## src/rtl/imem_loader_pkg.sv

```systemverilog
// Shared processor constants plus the instruction-loader state encoding.
// Loader states follow the byte-stream framing: 2-byte count header, then little-endian words.
package imem_loader_pkg;

    localparam int XLEN         = 32;
    localparam int RESET_VECTOR = 0;
    localparam int HDR_BYTES    = 2;

    typedef enum logic [2:0] {
        IDLE   = 3'd0,
        LEN_LO = 3'd1,
        LEN_HI = 3'd2,
        DATA   = 3'd3,
        WRITE  = 3'd4,
        DONE   = 3'd5,
        ERR    = 3'd6
    } ldr_state_t;

endpackage

```

## src/rtl/imem_loader_word_assembler.sv

```systemverilog
// Packs four stream bytes into one little-endian word; o_word already includes the byte being shifted in.
// Latency: combinational word/complete on the 4th byte; the caller holds i_shift low to stall.
module word_assembler
    import imem_loader_pkg::*;
(
    input  logic            i_clk,
    input  logic            i_rst_n,
    input  logic            i_clr,
    input  logic            i_shift,
    input  logic [7:0]      i_byte,
    output logic [XLEN-1:0] o_word,
    output logic            o_complete
);

    logic [XLEN-1:0] r_shift;
    logic [1:0]      r_idx;

    // First byte ends up in [7:0] after four right-shifts.
    assign o_word     = {i_byte, r_shift[XLEN-1:8]};
    assign o_complete = i_shift && (r_idx == 2'd3);

    always_ff @(posedge i_clk or negedge i_rst_n) begin
        if (!i_rst_n) begin
            r_shift <= '0;
            r_idx   <= '0;
        end else if (i_clr) begin
            r_shift <= '0;
            r_idx   <= '0;
        end else if (i_shift) begin
            r_shift <= o_word;
            r_idx   <= r_idx + 2'd1;
        end
    end

endmodule

```

## src/rtl/imem_loader.sv

```systemverilog
// Streams a length-prefixed program into instruction memory and holds the core in reset until done.
// Latency: imem_we pulses the cycle after a word's 4th byte; s_valid may stall any receive state.
module imem_loader
    import imem_loader_pkg::*;
#(
    parameter int IMEM_DEPTH = 128,
    parameter int AW         = 7
) (
    input  logic          clk,
    input  logic          rst,
    input  logic          start,
    input  logic          s_valid,
    input  logic [7:0]    s_data,
    output logic          s_ready,
    output logic          imem_we,
    output logic [AW-1:0] imem_addr,
    output logic [31:0]   imem_wdata,
    output logic          core_rst,
    output logic          done,
    output logic          error
);

    ldr_state_t    r_state;
    ldr_state_t    w_next;
    logic [15:0]   r_count;
    logic [AW-1:0] r_addr;
    logic [31:0]   r_wdata;
    logic [15:0]   w_len;
    logic [31:0]   w_word;
    logic          w_clr;
    logic          w_shift;
    logic          w_complete;
    logic          w_last;

    assign w_len      = {s_data, r_count[7:0]};
    assign w_last     = (16'(r_addr) + 16'd1) == r_count;
    assign imem_addr  = r_addr;
    assign imem_wdata = r_wdata;

    word_assembler u_asm (
        .i_clk      (clk),
        .i_rst_n    (rst),
        .i_clr      (w_clr),
        .i_shift    (w_shift),
        .i_byte     (s_data),
        .o_word     (w_word),
        .o_complete (w_complete)
    );

    always_ff @(posedge clk or negedge rst) begin
        if (!rst) begin
            r_state <= IDLE;
        end else begin
            r_state <= w_next;
        end
    end

    always_comb begin
        w_next   = r_state;
        s_ready  = 1'b0;
        imem_we  = 1'b0;
        core_rst = 1'b1;
        done     = 1'b0;
        error    = 1'b0;
        w_clr    = 1'b0;
        w_shift  = 1'b0;
        case (r_state)
            IDLE: begin
                if (start) w_next = LEN_LO;
            end
            LEN_LO: begin
                s_ready = 1'b1;
                if (s_valid) w_next = LEN_HI;
            end
            LEN_HI: begin
                s_ready = 1'b1;
                if (s_valid) begin
                    if (w_len == 16'd0) begin
                        w_next = DONE;
                    end else if (w_len > 16'(IMEM_DEPTH)) begin
                        w_next = ERR;
                    end else begin
                        w_next = DATA;
                        w_clr  = 1'b1;
                    end
                end
            end
            DATA: begin
                s_ready = 1'b1;
                w_shift = s_valid;
                if (w_complete) w_next = WRITE;
            end
            WRITE: begin
                imem_we = 1'b1;
                w_next  = w_last ? DONE : DATA;
            end
            DONE: begin
                core_rst = 1'b0;
                done     = 1'b1;
                if (start) w_next = LEN_LO;
            end
            ERR: begin
                error = 1'b1;
                if (start) w_next = LEN_LO;
            end
            default: w_next = IDLE;
        endcase
    end

    // Write address/data are registered so they stay put between strobes.
    always_ff @(posedge clk or negedge rst) begin
        if (!rst) begin
            r_count <= '0;
            r_addr  <= '0;
            r_wdata <= '0;
        end else begin
            if (r_state == LEN_LO && s_valid) r_count[7:0]  <= s_data;
            if (r_state == LEN_HI && s_valid) r_count[15:8] <= s_data;
            if (w_clr) begin
                r_addr <= '0;
            end else if (imem_we && !w_last) begin
                r_addr <= r_addr + AW'(1);
            end
            if (w_complete) r_wdata <= w_word;
        end
    end

endmodule

```

## config.mk

```make
export PLATFORM = sky130hd
export DESIGN_NAME = imem_loader
export DESIGN_NICKNAME = d
export VERILOG_FILES = /design/src/rtl/imem_loader_pkg.sv /design/src/rtl/imem_loader_word_assembler.sv /design/src/rtl/imem_loader.sv
export SDC_FILE = /design/constraint.sdc
export NUM_CORES = 1
export LEC_CHECK = 0
export CORE_MARGIN = 5
export CORE_UTILIZATION = 58
export CTS_CLUSTER_SIZE = 30
export DETAILED_ROUTE_END_ITERATION = 8
export HOLD_SLACK_MARGIN = 0.06
export PLACE_DENSITY = 0.94
export SETUP_SLACK_MARGIN = 0.05
export SYNTH_ARGS = -nofsm -noshare
export SYNTH_HDL_FRONTEND = slang
export SYNTH_SLANG_ARGS = --single-unit
```

## constraint.sdc

```tcl
create_clock -name clk -period 4.5 [get_ports clk]
set_input_delay 0.675 -clock clk [delete_from_list [all_inputs] [get_ports clk]]
set_output_delay 0.675 -clock clk [all_outputs]
set_load 0.02 [all_outputs]
```

Word level (Yosys, flattened, before mapping)
Cells that the tools add are included.
Operators by class
  add/sub/neg operators: 3
  magnitude comparators: 1
  equality and inequality tests: 12
  multiplexer cells: 24
  reduce and logical (&&, ||, !) cells: 12
Operators with widths (number)
  two-way mux 32 bit: 2
  two-way mux 3 bit: 7
  equality test 8 x 16 -> 1 bit: 1
  greater-than comparator 16 x 8 -> 1 bit, second input constant: 1
  logical NOT 16 bit: 1
  case mux 3 bit (5 select lines): 1
  two-way mux 7 bit: 2
  two-way mux 1 bit: 10
  equality test 3 bit, second input constant: 3
  adder 7 x 1 -> 8 bit, second input constant: 1
  adder 7 x 1 -> 7 bit, second input constant: 1
  equality test 3 x 2 -> 1 bit, second input constant: 2
  OR reduction 3 bit: 2
  logical AND 1 bit: 4
  two-way mux 2 bit: 2
  inequality test 2 x 1 -> 1 bit, second input constant: 2
  inequality test 2 bit, second input constant: 2
  AND reduction 4 bit: 1
  nonzero test 2 bit: 2
  equality test 3 x 1 -> 1 bit, second input constant: 1
  logical NOT 3 bit: 1
  adder 2 x 1 -> 2 bit, second input constant: 1
  equality test 2 bit, second input constant: 1
  logical NOT 1 bit: 1
Word-level totals
  flip-flop bits (word level): 92
  input port bits: 12
  output and inout bits: 44
  word-level logic and storage cells: 59

Longest topological paths before layout
Gate-level depths: netlist (run 1).
  depth in word-level cells: 6
  depth in mapped cells: 8
  mapped depth without buffers: 7

Hierarchy
From an unflattened synthesis (run 1), not the netlist that was laid out.
Unflattened totals
  cell total of the unflattened synthesis: 310
  area, all modules: 3816.2 um^2
By module, submodules not included
  imem_loader: times used 1, cells an instance 216, area an instance 2662.6 um^2, seq. area each 1451.4 um^2
  word_assembler: times used 1, cells an instance 94, area an instance 1153.6 um^2, seq. area each 650.6 um^2

Worst setup path before layout (run 1)
OpenSTA, ideal clock, no wires.
  path type: flip-flop to flip-flop
  start point: reg r_addr[0], in the netlist imem_addr[0]
  end point: reg r_addr[1], in the netlist imem_addr[1]
  library setup time: 120 ps
  data arrival time: 2032 ps
  required time: 4380 ps
  path slack: 2348 ps
  stages on the path, launching flop included: 9
  buffers on the path: 1
  clock period less this slack: 2152 ps
  path through: dfrtp_1 ha_1 and3_1 buf_6 xnor2_1 o211a_1 o221ai_2 nand2_1 a31o_2
Between the ends
  longest elaborated chain between the ends: 5
  elaborated cells between the ends (all ways): 8
  those cells by class: add/sub (2); eq/ne (1); mux (2); reduce/logical (3)
Ends and longest elaborated chain
  from (decl): RTL line imem_loader.sv:26  | logic [AW-1:0] r_addr;
  from (signal assigned): RTL line imem_loader.sv:122  | r_addr <= r_addr + AW'(1);
  adder 7 x 1 -> 8 bit: RTL line imem_loader.sv:36  | assign w_last = (16'(r_addr) + 16'd1) == r_count;
  equality test 8 x 16 -> 1 bit: RTL line imem_loader.sv:36
  logical NOT 1 bit: RTL line imem_loader.sv:121  | end else if (imem_we && !w_last) begin
  logical AND 1 bit: RTL line imem_loader.sv:121
  nonzero test 2 bit (no source line)
Parallel ways exist; a longest one is shown, timed or not. The select of a mux whose other input is x is not followed.
A chain may end at the register's enable or synchronous reset.

Worst setup path in the final report (run 1)
  start point: in s_valid
  end point: reg r_wdata[5], in the netlist imem_wdata[5]
Between the ends
  longest elaborated chain between the ends: 2
Ends and longest elaborated chain
  from (decl): RTL line imem_loader.sv:12  | input logic s_valid,
  two-way mux 1 bit: RTL line imem_loader.sv:67  | case (r_state)
  logical AND 1 bit: RTL line imem_loader_word_assembler.sv:20  | assign o_complete = i_shift && (r_idx == 2'd3);
  to (signal assigned): RTL line imem_loader.sv:124  | if (w_complete) r_wdata <= w_word;
  to (decl): RTL line imem_loader.sv:27  | logic [31:0] r_wdata;
No other way between the ends.

==> results of run 1 <==
worst max-delay path by stage:
stage | from | to | slack [ps] | cells past startpoint
after detailed placement | s_valid | imem_wdata[5]$_DFFE_PN0P_ | 1210 | 8
after floorplan | imem_addr[0]$_DFFE_PN0P_ | imem_addr[1]$_DFFE_PN0P_ | 2350 | 8
after global routing | s_valid | imem_wdata[0]$_DFFE_PN0P_ | 1420 | 8
final | s_valid | imem_wdata[5]$_DFFE_PN0P_ | 1590 | 8
after global placement | s_valid | imem_wdata[5]$_DFFE_PN0P_ | 1290 | 8
after CTS | s_valid | imem_wdata[0]$_DFFE_PN0P_ | 1580 | 8
per-layer routing:
metal / share of wire / track usage / vias to the layer above
met5: 0 / 0 / -
met4: 0.017 / 0.0856 / 0
met3: 0.052 / 0.0367 / 11
met2: 0.50 / 0.320 / 89
met1: 0.43 / 0.270 / 1330
li1: - / - / 1230
metrics by stage:
step | setup WS (ps) | power [uW] | std cells | hold WS [ps] | utilization
finish | 1590 | 3200 | 460 | 479 | 0.721
global route | 1420 | 3400 | 460 | 521 | 0.721
CTS | 1580 | 3220 | 460 | 506 | 0.721
detailed placement | 1210 | 2600 | 444 | 486 | 0.684
global placement | 1290 | 2530 | 444 | 474 | 0.684
floorplan | 2350 | 2120 | 327 | 379 | -
where the power goes:
part	total [uW]	internal [uW]	switching [uW]
Combinational	1220	630	593
Sequential	1370	1080	291
Clock	613	332	281
logic make-up (layout without fill, tap and decap cells):
| kind of cell | after synthesis | in the layout | share of synthesized area |
|---|---|---|---|
| flops | 84 | 84 | 0.566 |
| simple gates | 101 | 101 | 0.128 |
| buf+inv | 27 | 83 | 0.0333 |
| compound gates | 49 | 49 | 0.0822 |
| fa+ha+maj | 2 | 2 | 0.00673 |
| xor+xnor | 13 | 13 | 0.0306 |
| mux | 51 | 51 | 0.154 |
Yosys cell counts, drive strengths merged, types with 2 or more instances:
cell / number
a21oi: 26
and2: 2
and3: 5
buf: 13
clkbuf: 5
dfrtp: 84
ha: 2
inv: 9
mux2: 48
mux2i: 3
nand2: 57
nand3: 5
nor2: 9
nor3: 7
nor4: 6
o211ai: 3
o21ai: 6
o221ai: 2
o22ai: 3
or3: 2
xnor2: 10
xor2: 3
area by class of cell:
class / instances / area [um^2]
flip-flops and latches: 84 / 2100
fillers: 422 / 1750
multi-input cells: 216 / 1490
repair buffers: 58 / 571
clock buffers: 10 / 138
well taps: 77 / 96.3
clock inverters: 6 / 93.8
inverters: 9 / 33.8
worst max-delay path: cells and delay by family:
kind,cells,cell delay (ps)
buffers and inverters,4,1420
AND/OR/NAND/NOR,3,710
multiplexers,1,330
sequential cells by signal, summed over array words and instances, names as in the netlist:
register,cells
imem_addr,7
imem_wdata,32
r_count,16
r_state,3
u_asm.r_idx,2
u_asm.r_shift,24
==> qor.yml, run 1 <==
global_routing:
  antenna_found_initial: 0
  overflow: 0
  grt_max_degree: 85
  grt_use_total: 0.201
  grt_pass1_vias: 2623
  grt_pass1_wl_mm: 13.2
clock_tree:
  post_cts_buffers: 0
  ctsResizeCount: 0
  clockBufferDepth: 2
  cts_buffers: 9
  cts_tree: "done"
  cts.sinks: 84
  clockRootBuffer: "clkbuf_8"
  clock_latency_ps: 360
  cts_hold_buf: 0
  cts_htree_levels: 3
  clkTransAtPathRegs_ps: 90
routing:
  wl_mm: 7.72
  routed-via-count: 2660
  drcViolationCount: 0
  drt-initial-drc-count: 204
  dr.pass1.iters: 4
  wl_per_cell_um: 16.8
  postRouteAntennaNets: 0
  vias_per_cell: 5.78
layout:
  antenna_cells: 0
  layout_commonest_cell: "dfrtp_1"
  fin_nets: 392
  postLayoutCellArea_um2: 4520
  syn_to_final_growth_pct: 21.8
  final_layout_size_suffix_gt1_frac: 0.191
  final_cell_mix: "dfrtp_1 (84), nand2_1 (57), clkdlybuf4s50_1 (54), mux2_2 (47), a21oi_1 (26)"
synth:
  avgSynthCellArea_um2: 11.4
  yosysSeqAreaShare: 0.566
  ys_async_sr_fraction: 1.00
  synth_edf_count: 0
  syn_area_um2: 3720
  synth_seq_cells: 84
  yosys-top-cells-area: "dfrtp_1 (57%), mux2_2 (14%), nand2_1 (5.8%)"
  synthDistinctLibCells: 48
  syn_inst: 327
  ys.flop_type: "dfrtp_1"
  synth_fp_nets: 341
  yosysWarnings: 0
  synth_top_area_frac: 0.566
  synth_top_area_cell: "dfrtp_1"
floorplan:
  ioPinCount: 56
  fp.dieH_um: 90.0
  core-area_um2: 6280
  start_util: 0.592
  rows: 29
  die_w_um: 90.0
  die_area_um2: 8110
timing:
  fmax_mhz: 343
  relSlewSlack: 0.316
  timing.final.crit_share: 0.647
  worst_slew_pin_slew_ps: 1030
  hold_viol_final: 0
  rsz0062_at_grt: "no"
  setup_viol: 0
  tns_ps: 0
  period_needed_ps: 2910
  final_max_slew_viol_count: 0
  finalClockSkew_ps: 11.2
power_and_ir_drop:
  power.leakage_uw: 0.00202
  vdd.ir_drop.worst_mv: 0.440
  pwr_density_cell_nw_per_um2: 708
worst_setup_path:
  path_max_fanout: 27
  required_ps: 4750
  cp-start-kind: "primary input"
  critPathKind: "primary input to flop"
  cp_cell_sequence: "clkdlybuf4s50_1 -> nor2b_2 -> nand3_1 -> buf_4 -> inv_2 -> nand2_1 -> buf_4 -> mux2_1"
  cp_slowest_stage_delay_ps: 490
  critPathCaptureType: "flop"
  worst_ep_arrival_time_ps: 3160
  critPathSlowestCell: "clkdlybuf4s50_1"
  cp_common_cell: "buf_4"
  r2r-end: "imem_wdata[5]$_DFFE_PN0P_"
  reg2reg_setup_slack_ps: 1900
  r2r_start: "r_state[2]$_DFFE_PN0P_"
  worstRegToRegCells: 7
job:
  max_cap_violations: 0
place:
  placed_cell_area_um2: 4290
  place.gp.congestion: 0.821
  portBuffers: 55
  hpwl_mm: 5.21
outcome:
  status: "complete, no violations"
worst_hold_path:
  hold_path.class: "primary input to async pin"
(Power assumes the default switching activity.)
==> run 2, diff against run 1 <==
- CORE_UTILIZATION: 58 -> 54
- PLACE_DENSITY: 0.94 -> 0.89
- clock period: 4.5 -> 2.7 ns (I/O delays scaled with it)
==> run 2 against run 1 <==
First-iteration DRC count shrank 11%. Highest routed layer unchanged. Clock skew shrank 3.2 ps. Clock-buffer cell count grew 1. Critical path type is now flop to output pin.
==> qor.yml, run 2 (synthesis gave the netlist of run 1 again) <==
global_routing:
  grt_pass1_wl_mm: 12.9
  overflow: 0
  grt_max_degree: 85
  grt_pass1_vias: 2543
  grt_use_total: 0.192
  antenna_found_initial: 0
place:
  place.gp.congestion: 0.841
  portBuffers: 55
  hpwl_mm: 5.31
  dp.cells: 450
clock_tree:
  cts_tree: "done"
  ctsResizeCount: 0
  cts_hold_buf: 0
  clockRootBuffer: "clkbuf_8"
  cts_buffers: 9
  clkTransAtPathRegs_ps: 80
  clockBufferDepth: 2
  post_cts_buffers: 0
  cts.sinks: 84
  cts_htree_levels: 3
  clock_latency_ps: 350
timing:
  hold_viol_final: 0
  final_max_slew_viol_count: 0
  setup_viol: 0
  relSlewSlack: 0.680
  timing.final.crit_share: 0.919
  tns_ps: 0
  period_needed_ps: 2480
  worst_slew_pin_slew_ps: 476
  rsz0062_at_grt: "no"
  fmax_mhz: 403
  finalClockSkew_ps: 7.94
worst_setup_path:
  critPathCaptureType: "output pin"
  critPathSlowestCell: "clkdlybuf4s50_1"
  worstRegToRegCells: 7
  cp-start-kind: "flop"
  cp.depth: 3
  path_max_fanout: 12
  r2r_start: "imem_addr[0]$_DFFE_PN0P_"
  required_ps: 2300
  cp_cell_sequence: "nor2_1 -> and2_1 -> clkdlybuf4s50_1"
  cp_slowest_stage_delay_ps: 660
  worst_ep_arrival_time_ps: 2080
  crit_family: "buffers and inverters"
  cp_num_buf_inv: 1
  crit_start: "r_state[0]$_DFFE_PN0P_"
  critPathKind: "flop to output pin"
floorplan:
  die_area_um2: 8640
  ioPinCount: 56
  start_util: 0.550
  rows: 30
  fp.dieH_um: 93.0
  core-area_um2: 6760
  die_w_um: 93.0
layout:
  largest_register_ffs: 32
  layout.cells.non_filler: 466
  syn_to_final_growth_pct: 21.7
  final_layout_size_suffix_gt1_frac: 0.192
  fin_nets: 395
  fillCellCount: 489
  antenna_cells: 0
  final_cell_mix: "dfrtp_1 (84), nand2_1 (57), clkdlybuf4s50_1 (54), mux2_2 (47), a21oi_1 (26)"
  layout_commonest_cell: "dfrtp_1"
routing:
  wl_per_cell_um: 16.7
  vias_per_cell: 5.73
  routed-via-count: 2669
  drcViolationCount: 0
  dr.pass1.iters: 4
  drt-initial-drc-count: 182
  postRouteAntennaNets: 0
  wl_mm: 7.77
power_and_ir_drop:
  power.leakage_uw: 0.00202
  vdd.ir_drop.worst_mv: 0.592
  pwr_density_cell_nw_per_um2: 1150
outcome:
  status: "complete, no violations"
worst_hold_path:
  hold_path.class: "primary input to async pin"
job:
  max_cap_violations: 0
==> run 2: final cells by class <==
type                       instances  area (um^2)  area share
timing repair buffer              61          606       0.134
tap                               80          100      0.0221
multi-input combinational        216         1490       0.329
inverter                           9         33.8     0.00747
sequential                        84         2100       0.465
clock buffer                      11          131      0.0290
clock inverter                     5         60.1      0.0133
==> run 2: final timing paths <==
path / end / slack (ps)
max reg2reg: imem_addr[1]$_DFFE_PN0P_ / 400
max: imem_we / 220
max in group asynchronous: r_count[6]$_DFFE_PN0P_ / 2310
min reg2reg: imem_wdata[5]$_DFFE_PN0P_ / 490
min in group clk: imem_wdata[5]$_DFFE_PN0P_ / 490
min: imem_wdata[6]$_DFFE_PN0P_ / 60
==> run 2: worst reg2reg max path, cell delays in order, from the launching register on <==
cell and delay (ps):
dfrtp_1 490, ha_1 290, and3_1 300, nand3_1 170
o211a_1 170, o221ai_2 320, nand2_1 200, a31o_2 270
==> run 2: per-layer routing <==
layer | wire [um] | global-route usage | up-vias
met2 | 3840 | 0.305 | 79
li1 | - | - | 1248
met5 | 0 | 0 | -
met4 | 115 | 0.0830 | 0
met3 | 374 | 0.0325 | 10
met1 | 3450 | 0.260 | 1332
==> run 2: report_power, final <==
group / leakage (uW) / total [uW] / switching (uW) / internal (uW)
Sequential: 0.00107 / 2290 / 493 / 1790
Combinational: 0.000856 / 2050 / 991 / 1060
Clock: 0.0000939 / 877 / 446 / 432
==> run 2: through the flow <==
stage          hold WS (ps)  cell area (um^2)  utilization  power [uW]  setup WS (ps)
6_report               63.5              4520        0.669        5220            218
5_1_grt                77.6              4520        0.669        5550           68.7
4_1_cts                75.0              4520        0.669        5240            213
3_5_place_dp            466              4330        0.641        4350            427
3_3_place_gp            463              4330        0.641        4260            505
2_1_floorplan           109              3720            -        3530            548
==> run 3, diff against run 2 <==
- CAP_MARGIN: not set -> 30
==> results of run 3 <==
The final DEF is identical to that of run 2; final timing and power are the same.
